$ cat config.mk
export PLATFORM = sky130hd
export DESIGN_NAME = vga_stream_out
export DESIGN_NICKNAME = d
export VERILOG_FILES = /design/src/rtl/vga_pkg.sv /design/src/rtl/vga_timing.sv /design/src/rtl/vga_stream_out.sv
export SDC_FILE = /design/constraint.sdc
export NUM_CORES = 1
export LEC_CHECK = 0
export CAP_MARGIN = 20
export CORE_MARGIN = 3
export CORE_UTILIZATION = 65
export CTS_BUF_LIST = sky130_fd_sc_hd__clkbuf_8
export DETAILED_ROUTE_END_ITERATION = 6
export DONT_BUFFER_PORTS = 1
export PLACE_DENSITY_LB_ADDON = 0.3
export SLEW_MARGIN = 20
export SYNTH_ARGS = -nofsm -noshare
export SYNTH_HDL_FRONTEND = slang
export SYNTH_SLANG_ARGS = --single-unit
$ cat constraint.sdc
create_clock -name clk_clk -period 2.1 [get_ports clk_clk]
set_input_delay 0.42 -clock clk_clk [delete_from_list [all_inputs] [get_ports clk_clk]]
set_output_delay 0.42 -clock clk_clk [all_outputs]
set_load 0.1 [all_outputs]
$ cat src/rtl/vga_pkg.sv
// Shared VGA definitions: default 640x480@60 timing, channel slicing and
// counter-region helpers used by the timing generator and any later overlays.
package vga_pkg;

  localparam int DEF_COLOR_W  = 4;
  localparam int DEF_H_ACTIVE = 640;
  localparam int DEF_H_FP     = 16;
  localparam int DEF_H_SYNC   = 96;
  localparam int DEF_H_BP     = 48;
  localparam int DEF_V_ACTIVE = 480;
  localparam int DEF_V_FP     = 10;
  localparam int DEF_V_SYNC   = 2;
  localparam int DEF_V_BP     = 33;

  // Widest colour channel the slice helper handles.
  localparam int MAX_COLOR_W = 16;

  typedef logic [3*MAX_COLOR_W-1:0] pix_wide_t;
  typedef logic [MAX_COLOR_W-1:0]   chan_wide_t;

  // Channel index within a packed {R,G,B} pixel, counted from the LSB end.
  typedef enum logic [1:0] {
    CH_BLUE  = 2'd0,
    CH_GREEN = 2'd1,
    CH_RED   = 2'd2
  } chan_e;

  function automatic chan_wide_t chan_slice(pix_wide_t pix, int cw, chan_e ch);
    pix_wide_t  sh;
    chan_wide_t mask;
    sh   = pix >> (int'(ch) * cw);
    mask = '1;
    mask = mask >> (MAX_COLOR_W - cw);
    return sh[MAX_COLOR_W-1:0] & mask;
  endfunction

  // True when v lies in the half-open window [lo, lo+len).
  function automatic logic in_region(int unsigned v, int unsigned lo, int unsigned len);
    return (v >= lo) && (v < lo + len);
  endfunction

endpackage

$ cat src/rtl/vga_timing.sv
// Horizontal/vertical scan counters with active, sync and frame-start decode.
// Counters are held at (0,0) while en_i is low.
module vga_timing
  import vga_pkg::*;
#(
  parameter int H_ACTIVE = DEF_H_ACTIVE,
  parameter int H_FP     = DEF_H_FP,
  parameter int H_SYNC   = DEF_H_SYNC,
  parameter int H_BP     = DEF_H_BP,
  parameter int V_ACTIVE = DEF_V_ACTIVE,
  parameter int V_FP     = DEF_V_FP,
  parameter int V_SYNC   = DEF_V_SYNC,
  parameter int V_BP     = DEF_V_BP,
  localparam int H_TOTAL = H_ACTIVE + H_FP + H_SYNC + H_BP,
  localparam int V_TOTAL = V_ACTIVE + V_FP + V_SYNC + V_BP,
  localparam int HW      = $clog2(H_TOTAL),
  localparam int VW      = $clog2(V_TOTAL)
) (
  input  logic          clk,
  input  logic          rst,
  input  logic          en_i,
  output logic [HW-1:0] hcnt_o,
  output logic [VW-1:0] vcnt_o,
  output logic          active_o,
  output logic          hsync_o,
  output logic          vsync_o,
  output logic          frame_start_o
);

  logic [HW-1:0] hcnt_q, hcnt_d;
  logic [VW-1:0] vcnt_q, vcnt_d;

  always_ff @(posedge clk or posedge rst) begin
    if (rst) begin
      hcnt_q <= '0;
      vcnt_q <= '0;
    end else begin
      hcnt_q <= hcnt_d;
      vcnt_q <= vcnt_d;
    end
  end

  always_comb begin
    hcnt_d = hcnt_q;
    vcnt_d = vcnt_q;
    if (!en_i) begin
      hcnt_d = '0;
      vcnt_d = '0;
    end else if (hcnt_q == HW'(H_TOTAL - 1)) begin
      hcnt_d = '0;
      vcnt_d = (vcnt_q == VW'(V_TOTAL - 1)) ? '0 : vcnt_q + 1'b1;
    end else begin
      hcnt_d = hcnt_q + 1'b1;
    end
  end

  assign hcnt_o   = hcnt_q;
  assign vcnt_o   = vcnt_q;
  assign active_o = in_region(32'(hcnt_q), 0, H_ACTIVE) &&
                    in_region(32'(vcnt_q), 0, V_ACTIVE);
  assign hsync_o  = in_region(32'(hcnt_q), H_ACTIVE + H_FP, H_SYNC);
  assign vsync_o  = in_region(32'(vcnt_q), V_ACTIVE + V_FP, V_SYNC);

  // Vertical blanking begins on the first clock of line V_ACTIVE.
  assign frame_start_o = en_i && (hcnt_q == '0) && (vcnt_q == VW'(V_ACTIVE));

endmodule

$ cat src/rtl/vga_stream_out.sv
// VGA output stage: pulls {R,G,B} pixels from a stream during active video and
// drives registered colour/sync pins, with sticky underflow and SOF-alignment flags.
module vga_stream_out
  import vga_pkg::*;
#(
  parameter int COLOR_W  = DEF_COLOR_W,
  parameter int H_ACTIVE = DEF_H_ACTIVE,
  parameter int H_FP     = DEF_H_FP,
  parameter int H_SYNC   = DEF_H_SYNC,
  parameter int H_BP     = DEF_H_BP,
  parameter int V_ACTIVE = DEF_V_ACTIVE,
  parameter int V_FP     = DEF_V_FP,
  parameter int V_SYNC   = DEF_V_SYNC,
  parameter int V_BP     = DEF_V_BP,
  parameter int HS_POL   = 0,
  parameter int VS_POL   = 0
) (
  input  logic                 clk_clk,
  input  logic                 reset_reset,
  input  logic                 en,
  input  logic [3*COLOR_W-1:0] pix_data,
  input  logic                 pix_sof,
  input  logic                 pix_valid,
  output logic                 pix_ready,
  output logic                 frame_start,
  output logic [COLOR_W-1:0]   vga_port_red,
  output logic [COLOR_W-1:0]   vga_port_green,
  output logic [COLOR_W-1:0]   vga_port_blue,
  output logic                 vga_port_hs,
  output logic                 vga_port_vs,
  output logic                 underflow,
  output logic                 sync_err,
  input  logic                 err_clr
);

  localparam int   H_TOTAL = H_ACTIVE + H_FP + H_SYNC + H_BP;
  localparam int   V_TOTAL = V_ACTIVE + V_FP + V_SYNC + V_BP;
  localparam int   HW      = $clog2(H_TOTAL);
  localparam int   VW      = $clog2(V_TOTAL);
  localparam logic HS_ON   = 1'(HS_POL);
  localparam logic VS_ON   = 1'(VS_POL);

  logic [HW-1:0] hcnt;
  logic [VW-1:0] vcnt;
  logic          active, hsync, vsync;

  vga_timing #(
    .H_ACTIVE (H_ACTIVE),
    .H_FP     (H_FP),
    .H_SYNC   (H_SYNC),
    .H_BP     (H_BP),
    .V_ACTIVE (V_ACTIVE),
    .V_FP     (V_FP),
    .V_SYNC   (V_SYNC),
    .V_BP     (V_BP)
  ) u_timing (
    .clk           (clk_clk),
    .rst           (reset_reset),
    .en_i          (en),
    .hcnt_o        (hcnt),
    .vcnt_o        (vcnt),
    .active_o      (active),
    .hsync_o       (hsync),
    .vsync_o       (vsync),
    .frame_start_o (frame_start)
  );

  // Stream handshake: a pixel moves on a rising clock edge iff pix_valid && pix_ready
  // in the preceding cycle. pix_ready depends only on registered counters, en and reset,
  // never on pix_valid; the source may raise or drop pix_valid at any time.
  logic transfer, at_origin;
  assign pix_ready = active && en && !reset_reset;
  assign transfer  = pix_valid && pix_ready;
  assign at_origin = (hcnt == '0) && (vcnt == '0);

  logic [COLOR_W-1:0] red_q, red_d, green_q, green_d, blue_q, blue_d;
  logic               hs_q, hs_d, vs_q, vs_d;
  logic               underflow_q, underflow_d, sync_err_q, sync_err_d;
  logic               uf_set, se_set;

  assign uf_set = active && en && !pix_valid;
  assign se_set = transfer && (pix_sof != at_origin);

  always_comb begin
    red_d       = '0;
    green_d     = '0;
    blue_d      = '0;
    hs_d        = ~HS_ON;
    vs_d        = ~VS_ON;
    underflow_d = underflow_q;
    sync_err_d  = sync_err_q;
    if (transfer) begin
      red_d   = COLOR_W'(chan_slice(pix_wide_t'(pix_data), COLOR_W, CH_RED));
      green_d = COLOR_W'(chan_slice(pix_wide_t'(pix_data), COLOR_W, CH_GREEN));
      blue_d  = COLOR_W'(chan_slice(pix_wide_t'(pix_data), COLOR_W, CH_BLUE));
    end
    if (en && hsync) hs_d = HS_ON;
    if (en && vsync) vs_d = VS_ON;
    // A new error in the same cycle as err_clr must not be lost.
    if (uf_set)       underflow_d = 1'b1;
    else if (err_clr) underflow_d = 1'b0;
    if (se_set)       sync_err_d  = 1'b1;
    else if (err_clr) sync_err_d  = 1'b0;
  end

  always_ff @(posedge clk_clk or posedge reset_reset) begin
    if (reset_reset) begin
      red_q       <= '0;
      green_q     <= '0;
      blue_q      <= '0;
      hs_q        <= ~HS_ON;
      vs_q        <= ~VS_ON;
      underflow_q <= 1'b0;
      sync_err_q  <= 1'b0;
    end else begin
      red_q       <= red_d;
      green_q     <= green_d;
      blue_q      <= blue_d;
      hs_q        <= hs_d;
      vs_q        <= vs_d;
      underflow_q <= underflow_d;
      sync_err_q  <= sync_err_d;
    end
  end

  assign vga_port_red   = red_q;
  assign vga_port_green = green_q;
  assign vga_port_blue  = blue_q;
  assign vga_port_hs    = hs_q;
  assign vga_port_vs    = vs_q;
  assign underflow      = underflow_q;
  assign sync_err       = sync_err_q;

endmodule

* Yosys cells after proc, flatten, opt, wreduce, memory -nomap -nowiden
Cells that the tools add are included.
Word-level totals: bits in registers 36, logic and storage cells 54, output and inout port bits 18, bits of input ports 18
Cells by class: $add $sub $neg 2, multiplexer cells 13, equal/unequal tests 5, $lt $le $gt $ge 6, reduce and logical (&&, ||, !) cells 19
Operator list (count):
- $mux W10 | 5
- $add A10 B1 Y10 const B | 2
- $eq A10 B10 Y1 const B | 2
- $logic_not A10 Y1 | 2
- $lt A10 B10 Y1 const B | 2
- $lt A10 B9 Y1 const B | 2
- $logic_and A1 B1 Y1 | 13
- $mux W4 | 3
- $eq A10 B9 Y1 const B | 1
- $ge A10 B10 Y1 const B | 1
- $ge A10 B9 Y1 const B | 1
- $mux W1 | 5
- $reduce_bool A2 Y1 | 2
- $logic_not A1 Y1 | 2
- $ne A2 B1 Y1 const B | 1
- $ne A1 B1 Y1 | 1

* Depth between registers and ports, before layout
depth after elaboration 7, depth in mapped cells 7, depth with buffers taken out 6

* Modules after synthesis
From an unflattened synthesis, not the netlist that was laid out.
Unflattened totals: cells, all modules 170, area total of the unflattened synthesis 1819.2 um^2
By module, submodules not included:
- vga_timing | cells an instance 121, instances 1, seq. area each 500.5 um^2, area each 1203.7 um^2
- vga_stream_out | cells an instance 49, instances 1, seq. area each 402.9 um^2, area each 615.6 um^2

* Least setup slack after synthesis
No wires, ideal clock.
path kind reg-to-output, from register u_timing.vcnt_q[1] (netlist: u_timing.vcnt_o[1]), to output frame_start, path slack -0.648 ns, data required time 1.680 ns, data arrival time 2.328 ns, buffers on the path 0, cell stages (with the launch flop) 6, cells stage by stage dfrtp_1 > inv_1 > ha_1 > nor4b_1 > nand3_1 > nor2b_1
On the way: longest elaborated chain between the ends 2
Ends and longest elaborated chain:
- from (decl) | line vga_timing.sv:31 | logic [VW-1:0] vcnt_q, vcnt_d;
- from (signal assigned) | line vga_timing.sv:39 | vcnt_q <= vcnt_d;
- $eq A10 B9 Y1 | line vga_timing.sv:65 | assign frame_start_o = en_i && (hcnt_q == '0) && (vcnt_q == VW'(V_ACTIVE));
- $logic_and A1 B1 Y1 | line vga_timing.sv:65
- to (decl) | line vga_stream_out.sv:25 | output logic frame_start,
Every way passes these cells.

* Worst setup path after layout
from register u_timing.hcnt_q[1] (netlist: u_timing.hcnt_o[1]), to output frame_start
On the way: longest elaborated chain between the ends 3
Ends and longest elaborated chain:
- from (decl) | line vga_timing.sv:30 | logic [HW-1:0] hcnt_q, hcnt_d;
- from (signal assigned) | line vga_timing.sv:38 | hcnt_q <= hcnt_d;
- $logic_not A10 Y1 | line vga_timing.sv:65
- $logic_and A1 B1 Y1 (2 in a row) | line vga_timing.sv:65
Every way passes these cells.

==> results_dict.tcl <==
set metrics [dict create \
    track_usage_pct 28.16 \
    p_sw_mw 0.3933 \
    worstSkewPairLatency_ns 0.30 \
    ir_worst_vdd_mv 0.9076 \
    vias 1588 \
    r2r_slack_ns 0.08 \
    layout.cells.non_filler 223 \
    finalSetupViolCount 1 \
    max_cap_viol_count 0 \
    firstDrtPassIters 5 \
    crit_type "reg2out" \
    slew-limit-headroom_pct 67.48 \
    start_kind "flip-flop" \
    synth_area_um2 1715 \
    wl_mm 5.106 \
    cpPeakStageDelay_ns 0.43 \
    io_buffer_count 0 \
    critPathCaptureType "primary output" \
    setup_tns_ns -0.08703 \
    fillers 93 \
    cts-buffers-inserted 5 \
    clkPwrFrac_pct 42.4 \
    detail_route.wl_per_cell_um 22.90 \
    row_count 17 \
    power_frac_seq_pct 45.7 \
    internal_power_mw 1.176 \
    path_buf_inv 2 \
    cp_top_family "simple AND/OR/NAND/NOR gates" \
    min_path_type "in2reg" \
    synthCells 166 \
    max_freq_ghz 0.4572 \
    place_ws_ns 0.1517 \
    cp.depth 6 \
    start_util_pct 72.66 \
    cts_root_buf "clkbuf_8" \
    drt-initial-drc-count 128 \
    p_per_area_nw_per_um2 742.0 \
    cts_tree "yes" \
    finalHoldViolCount 0 \
    die_x_um 57.37 \
    antenna_found_initial 0 \
    drv_slew 0 \
    ys_async_sr_fraction_pct 100.0 \
    synthesis.nets 188 \
    cp_slowest_cell "dfrtp_1" \
    die_h_um 57.37 \
    power.leakage_nw 0.9642 \
    grt_max_degree 31 \
    ys_ff_latch 36 \
    r2r-start "u_timing.hcnt_o[1]" \
    worstMarginPinSlew_ns 0.4889 \
    arrival_ns 1.77 \
    synth_top_area_cell "dfrtp_1" \
    ys.flop_type "dfrtp_1" \
    core_area_um2 2361 \
    netlist.area_leader.share_pct 49.60 \
    worstRegToRegCells 6 \
    grt_first_pass_wirelength_mm 6.858 \
    fin_area_um2 2115 \
    cts_buffer_depth 2 \
    drtAntennaViolNets 0 \
    area_growth_pct 23.27 \
    placed_cell_area_um2 1884 \
    multiInputGateArea_um2 804.5 \
    setup_slack_ns -0.08703 \
    worstPathMaxFanout 3 \
    yosysSeqAreaShare_pct 52.66 \
    detailed_place_hpwl_mm 2.599 \
    syn_area_per_cell_um2 10.33 \
    cts_sinks 36 \
    rsz0062_at_grt "yes" \
    drc 0 \
    grt_pass1_vias 1499 \
    clkSlewWorstSetupHoldPaths_ns 0.07 \
    critPathLaunch "u_timing.hcnt_o[1]" \
    p_sw_share_pct 25.07 \
    clock_skew_ns 0.01020 \
    drive_gt1_share_pct 24.62 \
    htreeDepth 2 \
    pwr-share-comb_pct 11.8 \
    die-area_um2 3291 \
    synth_area_leaders "dfrtp_1 50%, and2_1 5.5%, nand3_1 3.2%" \
    layout.nets 216 \
    yosysUniqueCellTypes 39 \
    endpoint "frame_start" \
    period_share_pct 104.1 \
    num_antenna_cells 0 \
    synth_edf_count 0 \
    ioPinCount 36 \
    yosysMostFrequentCell "dfrtp_1" \
    r2r-end "u_timing.vcnt_o[3]" \
    period_needed_ns 2.187 \
    path_cells "inv_1, ha_1, nor4b_4, nand3_2, nor2b_4, buf_12" \
    place_congestion 0.9798 \
    yosys_warnings 0 \
    gr-total-overflow 0 \
    regArea_um2 904.6 \
    routed_via_density 7.121 \
    violations "setup timing" \
    synthTopCellsByCount "34 x dfrtp_1, 15 x and2_1, 11 x nand3_1" \
    cp.required_ns 1.68 \
    post-place-cells 208 \
    status "finished, violations left" \
]
-- registers in the layout, summed over array words and instances (netlist names) --
register and count:
vga_port_hs 1, u_timing.vcnt_o 10, underflow 1, vga_port_blue 4
u_timing.hcnt_o 10, vga_port_vs 1, vga_port_green 4, sync_err 1
vga_port_red 4
-- layout make-up --
type	count	area share (%)
inverter	10	1.775
tap	28	1.657
timing repair buffer	25	9.763
sequential	36	42.78
clock inverter	1	1.420
clock buffer	7	4.556
multi-input combinational	116	38.05
-- metal layers --
layer | global-route usage [%] | up-vias | routed length, um
li1 | - | 637 | -
met1 | 30.04 | 744 | 1718
met2 | 47.42 | 156 | 2493
met3 | 10.86 | 51 | 519
met4 | 15.56 | 0 | 374
met5 | 0 | - | 0
-- through the flow --
stage               total power [mW]  hold WS, ns  utilization, %
detailed placement            0.8866       0.2444           79.81
global placement              0.8816       0.2416           79.81
global route                   1.610       0.2306           89.56
floorplan                     0.8518       0.4684               -
finish                         1.569       0.2403           89.56
CTS                            1.546       0.2213           87.92
-- kinds of logic after synthesis --
family                   synth area share (%)
AND/OR/NAND/NOR                         28.15
buffers and inverters                   3.282
AO/OA/AOI/OAI                           8.898
XOR/XNOR                                4.085
adder cells (fa/ha/maj)                 2.918
flip-flops                              52.66
-- power groups by stage --
stage / Sequential [mW] / Combinational (mW) / Clock (mW)
finish: 0.718 / 0.186 / 0.666
global route: 0.718 / 0.194 / 0.698
CTS: 0.717 / 0.166 / 0.663
detailed placement: 0.729 / 0.158 / 0
global placement: 0.728 / 0.153 / 0
floorplan: 0.796 / 0.0555 / 0
-- how the worst min path moves through the flow --
stage / from / slack (ns) / cells after the start / endpoint
floorplan: u_timing.hcnt_o[0] / 0.47 / 1 / u_timing.hcnt_o[0]
global placement: reset_reset / 0.24 / 1 / u_timing.vcnt_o[7]
detailed placement: reset_reset / 0.24 / 1 / u_timing.vcnt_o[6]
CTS: pix_valid / 0.22 / 1 / underflow
global route: pix_valid / 0.23 / 1 / underflow
finish: pix_valid / 0.24 / 1 / underflow
-- placed cells by master (no fill, tap or decap), types with 7 or more instances in the layout --
master    instances
and2_1           15
a21oi_1           7
buf_4            22
dfrtp_1          33
inv_1            10
nand3_1          10
nor2_1            9
nand2_1           9
clkbuf_8          7
-- what timing repair did --
action	4_1_cts	5_1_grt
resized for setup	5	6
endpoints found under the setup margin	1	3
pin swaps	2	0
hold endpoints to repair	5	0
hold buffers	1	0
setup buffers	4	2
No activity file was read; power rests on OpenSTA's default activity.
